<file path="config.mk">
export PLATFORM = sky130hd
export DESIGN_NAME = bit_serial_subtractor
export DESIGN_NICKNAME = d
export VERILOG_FILES = /design/src/rtl/bit_serial_subtractor.sv
export SDC_FILE = /design/constraint.sdc
export NUM_CORES = 1
export LEC_CHECK = 0
export BUFFER_PORTS_ARGS = -buffer_cell sky130_fd_sc_hd__buf_4
export CAP_MARGIN = 40
export CORE_MARGIN = 4
export CORE_UTILIZATION = 35
export CTS_CLUSTER_SIZE = 28
export DETAILED_ROUTE_END_ITERATION = 16
export GPL_TIMING_DRIVEN = 0
export PLACE_DENSITY = 0.53
export SYNTH_ARGS = -nofsm -noshare
export SYNTH_HDL_FRONTEND = slang
export SYNTH_SLANG_ARGS = --single-unit
export TNS_END_PERCENT = 1
</file>
<file path="constraint.sdc">
create_clock -name clk -period 3.6 [get_ports clk]
set_input_delay 0.9 -clock clk [delete_from_list [all_inputs] [get_ports clk]]
set_output_delay 0.9 -clock clk [all_outputs]
set_load 0.005 [all_outputs]
</file>
<file path="src/rtl/bit_serial_subtractor.sv">
// rtl/bit_serial_subtractor.sv - WIDTH-bit bit-serial subtractor, LSB-first rippled borrow
//
// Latches a (minuend) and b (subtrahend) on an accepted start and produces
// diff = a - b one bit per clock. The borrow out of each bit position is
// carried to the next position through bin_q.
//
// Ports:
//   clk      - rising-edge clock
//   reset    - asynchronous, active-high reset
//   start    - operation request, honoured only while busy is low
//   a, b     - operands, sampled only on the accepting edge
//   busy     - high while bits are being produced
//   done     - one-cycle pulse when diff/borrow/overflow are final
//   diff     - difference register, filled LSB-first
//   bit_out  - difference bit produced on the previous edge
//   bit_vld  - qualifies bit_out, one pulse per produced bit
//   borrow   - final borrow (a < b unsigned)
//   overflow - two's-complement overflow of the subtraction
//
// Build option: define SUB_OVERFLOW_EN to generate the overflow flag;
// without it overflow is tied to 0.
module bit_serial_subtractor #(
    parameter int WIDTH = 8,
    parameter int CNT_W = 4
) (
    input  logic             clk,
    input  logic             reset,
    input  logic             start,
    input  logic [WIDTH-1:0] a,
    input  logic [WIDTH-1:0] b,
    output logic             busy,
    output logic             done,
    output logic [WIDTH-1:0] diff,
    output logic             bit_out,
    output logic             bit_vld,
    output logic             borrow,
    output logic             overflow
);

    typedef enum logic [1:0] {
        S_IDLE = 2'd0,
        S_RUN  = 2'd1,
        S_DONE = 2'd2
    } state_t;

    state_t           state_q;
    logic [CNT_W-1:0] count_q;
    logic             bin_q;
    logic [WIDTH-1:0] a_q;
    logic [WIDTH-1:0] b_q;
    logic [WIDTH-1:0] diff_q;
    logic             bit_out_q;
    logic             bit_vld_q;
    logic             borrow_q;
    logic             busy_q;
    logic             done_q;

    logic [WIDTH-1:0] onehot;
    logic             a_bit;
    logic             b_bit;
    logic             d_d;
    logic             bout_d;
    logic             last;
    logic             accept;
    logic [WIDTH-1:0] diff_d;

    // Bit selection via a one-hot mask keeps the counter width independent
    // of the operand index width.
    always_comb begin
        onehot = {{(WIDTH-1){1'b0}}, 1'b1} << count_q;
        a_bit  = |(a_q & onehot);
        b_bit  = |(b_q & onehot);
        d_d    = a_bit ^ b_bit ^ bin_q;
        bout_d = (~a_bit & b_bit) | (~(a_bit ^ b_bit) & bin_q);
        diff_d = diff_q | (onehot & {WIDTH{d_d}});
        last   = (count_q == CNT_W'(WIDTH - 1));
        accept = (state_q != S_RUN) && start;
    end

    always_ff @(posedge clk or posedge reset) begin
        if (reset) begin
            state_q   <= S_IDLE;
            count_q   <= '0;
            bin_q     <= 1'b0;
            a_q       <= '0;
            b_q       <= '0;
            diff_q    <= '0;
            bit_out_q <= 1'b0;
            bit_vld_q <= 1'b0;
            borrow_q  <= 1'b0;
            busy_q    <= 1'b0;
            done_q    <= 1'b0;
        end else begin
            bit_vld_q <= 1'b0;
            done_q    <= 1'b0;
            case (state_q)
                S_IDLE, S_DONE: begin
                    if (accept) begin
                        a_q      <= a;
                        b_q      <= b;
                        count_q  <= '0;
                        bin_q    <= 1'b0;
                        diff_q   <= '0;
                        borrow_q <= 1'b0;
                        busy_q   <= 1'b1;
                        state_q  <= S_RUN;
                    end else if (state_q == S_DONE) begin
                        state_q <= S_IDLE;
                    end
                end
                S_RUN: begin
                    diff_q    <= diff_d;
                    bit_out_q <= d_d;
                    bit_vld_q <= 1'b1;
                    bin_q     <= bout_d;
                    count_q   <= count_q + CNT_W'(1);
                    if (last) begin
                        borrow_q <= bout_d;
                        busy_q   <= 1'b0;
                        done_q   <= 1'b1;
                        state_q  <= S_DONE;
                    end
                end
                default: state_q <= S_IDLE;
            endcase
        end
    end

`ifdef SUB_OVERFLOW_EN
    logic overflow_q;

    // Signed overflow: operands of differing sign and a result whose sign
    // differs from the minuend. d_d is the result's sign bit on the last step.
    always_ff @(posedge clk or posedge reset) begin
        if (reset) begin
            overflow_q <= 1'b0;
        end else if (accept) begin
            overflow_q <= 1'b0;
        end else if (state_q == S_RUN && last) begin
            overflow_q <= (a_q[WIDTH-1] != b_q[WIDTH-1]) && (d_d != a_q[WIDTH-1]);
        end
    end

    assign overflow = overflow_q;
`else
    assign overflow = 1'b0;
`endif

    assign busy    = busy_q;
    assign done    = done_q;
    assign diff    = diff_q;
    assign bit_out = bit_out_q;
    assign bit_vld = bit_vld_q;
    assign borrow  = borrow_q;

endmodule

</file>
After elaboration in Yosys (flattened, before gate mapping)
Cells that the tools add are included.
- logic and storage cells: 59
- register bits after elaboration: 36
- bits of input ports: 19
- shift-type cells: 1
- multiplexer cells: 18
- reduce and logical (&&, ||, !) cells: 10
- add/sub/neg operators: 1
- bitwise gates (word level): 11
- eq/ne operators: 7
- operator list (kind ; number):
    AND 8 bit ; 3
    one-hot mux 8 bit (2 select lines) ; 1
    OR reduction 8 bit ; 2
    2-to-1 mux 8 bit ; 1
    bitwise OR 8 bit ; 1
    one-hot mux 4 bit (2 select lines) ; 1
    left shift 1 x 4 -> 8 bit (first input constant) ; 1
    2-to-1 mux 1 bit ; 7
    2-to-1 mux 2 bit ; 3
    one-hot mux 1 bit (2 select lines) ; 3
    AND reduction 2 bit ; 3
    adder 4 x 1 -> 4 bit (second input constant) ; 1
    equality test 4 x 3 -> 1 bit (second input constant) ; 1
    2-to-1 mux 4 bit ; 1
    != test 2 bit (second input constant) ; 2
    one-hot mux 2 bit (2 select lines) ; 1
    != test 3 bit (second input constant) ; 1
    AND reduction 3 bit ; 1
    AND 1 bit ; 2
    equality test 2 x 1 -> 1 bit (second input constant) ; 1
    equality test 2 bit (second input constant) ; 1
    logical NOT 2 bit ; 1
    != test 2 x 1 -> 1 bit (second input constant) ; 1
    inverter 1 bit ; 2
    5 further kinds ; 6

Logic depth before layout (Yosys ltp)
- depth after elaboration: 9
- mapped depth: 10
- gate-level depth less buffers: 9

Worst setup path after synthesis
Ideal clock, no wire load.
- path type: register -> register
- from: register count_q[0]
- to: register diff_q[0] (netlist: diff[0])
- library setup time: 0.121 ns
- stages on the path, launching flop included: 10
- arrival: 2.242 ns
- required time: 3.479 ns
- slack: 1.237 ns
- cell sequence: dfrtp_1 -> ha_1 -> ha_1 -> a22oi_1 -> o211ai_1 -> o21bai_1 -> fa_1 -> and4bb_4 -> and2_4 -> a22o_1
- word-level cells in the longest chain between the ends: 8
- RTL lines (item ; RTL line ; source):
    from (decl) ; 47 ; logic [CNT_W-1:0] count_q;
    from (signal assigned) ; 116 ; count_q <= count_q + CNT_W'(1);
    left shift 1 x 4 -> 8 bit (*) ; 70 ; onehot = {{(WIDTH-1){1'b0}}, 1'b1} << count_q;
    AND 8 bit, on equally long branches ; 71, 72 ;
    OR reduction 8 bit, on equally long branches ; 71, 72 ;
    bitwise XOR 1 bit (*) (2 in series) ; 73 ; d_d = a_bit ^ b_bit ^ bin_q;
    named net d_d ; 61 ; logic d_d;
    AND 8 bit (*) ; 75 ; diff_d = diff_q | (onehot & {WIDTH{d_d}});
    bitwise OR 8 bit (*) ; 75 ;
    one-hot mux 8 bit (2 select lines) (*) ; 96 ; case (state_q)
    to (signal assigned) ; 112 ; diff_q <= diff_d;
    to (decl) ; 51 ; logic [WIDTH-1:0] diff_q;
Mark *: on every way through the listed nets, which the timed path passes. The rest lies on a longest branch.
A chain may end at the register's enable or synchronous reset.

Worst setup path in the final report
Ends and elaborated chain as after synthesis.

==> out/summary.txt <==
IO buf count: 31
Sink Count: 36
Cts repair resizes: 0
Final setup viols: 0
Antenna viol nets, final: 0
Seq/Total Area, Yosys: 0.562
Cts bufs inserted: 5
Worst endpoint required time: 3.77 ns
H-tree depth: 2
Final min period: 2.66 ns
CP top delay family: adder cells
Rows: 24
DP Wirelength: 2560 um
DR vias/cell: 4.84
Antenna diodes: 0
Global-route wire length before repair: 5750 um
Most common cell after layout, fill and taps aside: nand2_1
Ys Warns: 0
Synthesized instance count: 154
Vias in the first global route: 1203
Number of synthesized register bits: 36
Final Non-Filler Cells: 245
DRT Pass-1 Iters: 4
Max Clock Freq: 0.376 GHz
Clock Latency Late Sink: 0.28 ns
Clock Tree Buf Depth: 2
Post-synthesis cell type count: 32
Initial DRC count: 75
DRC violations left: 0
GR Util All Layers: 0.135
Routed wire length: 3450 um
Max Cap Viol: 0
Largest net degree at the start of global routing: 21
Slowest stage cell, crit path: fa_1
I/O Pins: 33
Die area: 0.00573 mm2
Startpoint Class: flip-flop
Leakage power: 0.00106 uW
Count of pins over their slew limit: 0
Worst Setup Path Type: reg -> reg
Die width: 75.7 um
Status: finished, final reports clean
Area Growth Syn to Fin: 25.1%
Initial antenna violation count: 0
Hold crit path type: reg -> reg
Placer Congestion: 0.751
Clock skew: 0.00815 ns
Most frequent cells in the layout: nand2_1, dfrtp_1, buf_4
Nets@finish: 219
WL/cell: 14.1 um
Peak VDD IR: 0.305 mV
Post-Synthesis Net Count: 180
Area of the core: 0.00438 mm2
Crit path capture type: flip-flop
Starting Density: 0.366
Clk slew on worst S/H paths: 0.07 ns
Routed vias: 1185
CP Data Arrival Time: 2.83 ns
Worst path buffer plus inverter count: 1
DIE HEIGHT: 75.7 um
CTS tree: built
Number of flops mapped to enable cells by yosys: 0
PwrDens: 871 mW/mm2
Mean Syn Cell Area: 10.4 um2
Placed cell count: 238
Fin crit share: 0.739
Gr ovfl total: 0
Post-CTS Setup Bufs: 0
Synth Cell Area: 0.00160 mm2
Worst-Margin Slew: 0.727 ns
Hold buffer count at CTS: 0
Ys flop type: dfrtp_1
CTS root buf: clkbuf_8
Ys async rst share: 1.00
Worst path max stage delay: 0.53 ns
Critical Path, Cell by Cell: inv_1 > ha_1 > a221o_1 > o21ai_0 > a41oi_1 > fa_1 > and4bb_4 > and2_4 > a22o_1
Share of cells above drive strength 1: 0.259
Fin. Hold Viols: 0
Setup repair after global routing missed its margin: false
Final setup TNS: 0 ns
Slew HR: 0.515
Crit Path Max Fanout: 6
## cells in the mapped netlist (all sizes together) (2+ instances only)
master | number | share of area
a22o | 10 | 0.055
a22oi | 3 | 0.014
and2 | 2 | 0.011
buf | 7 | 0.031
dfrtp | 36 | 0.56
ha | 6 | 0.047
inv | 8 | 0.019
mux2i | 2 | 0.012
nand2 | 54 | 0.13
nand2b | 2 | 0.0094
nand3 | 4 | 0.012
o21ai | 3 | 0.0094
o2bb2ai | 3 | 0.016
## cell families (layout without fill, tap and decap cells)
logic type	after synthesis	in the layout	synth area share
simple gates	67	67	0.185
other cells	1	1	0.00234
flops	36	36	0.562
mux	2	2	0.0125
fa+ha+maj	7	7	0.0593
buf+inv	15	54	0.0500
compound gates	26	26	0.129
## flip-flops by register name, summed over array words and instances, names as in the netlist
signal,cells
count_q,4
busy,1
borrow,1
a_q,8
bit_vld,1
state_q,2
diff,8
bit_out,1
bin_q,1
done,1
b_q,8
## per-layer routing
layer  share of wire  track usage  vias up
met1            0.45        0.176      568
met4          0.0058       0.0524        0
met2            0.47        0.215       29
met5               0            0        -
li1                -            -      586
met3           0.066       0.0356        2
## through the flow
step                      worst slack [ns]  hold slack, ns  power [uW]  utilization  cell area [um2]
final                                0.941           0.479        1750        0.457             2010
after global routing                 0.777           0.507        1900        0.457             2010
after CTS                            0.917           0.483        1770        0.457             2010
after floorplan                       1.24           0.445        1220            -             1600
after global placement               0.967           0.462        1470        0.434             1900
after detailed placement             0.974           0.465        1500        0.440             1930
## where the power goes
group	leakage, uW	internal (uW)	total, uW	switching, uW
clock	0.0000410	131	268	136
combinational	0.000565	389	784	395
sequential	0.000450	585	694	109
## path summary, 6_finish.rpt
| kind | start | cells past startpoint | endpoint | slack, ns |
|---|---|---|---|---|
| min in group asynchronous | reset | 2 | diff[7] | 0.74 |
| worst min-delay path | busy | 1 | busy | 0.48 |
| worst min register to register | busy | 1 | busy | 0.48 |
| worst max-delay path | count_q[0] | 9 | diff[0] | 0.94 |
| worst max register to register | count_q[0] | 9 | diff[0] | 0.94 |
| max in group asynchronous | reset | 3 | b_q[0] | 2.31 |
## layout make-up
type                       instances  area (um2)
buffer                             7        50.0
clock inverter                     1        5.00
fill                             422        2380
multi-input combinational        103         622
timing repair buffer              32         260
clock buffer                       6        72.6
inverter                           8        30.0
sequential                        36         901
tap                               52        65.1
Note: power is estimated with default switching activity, not from simulation.
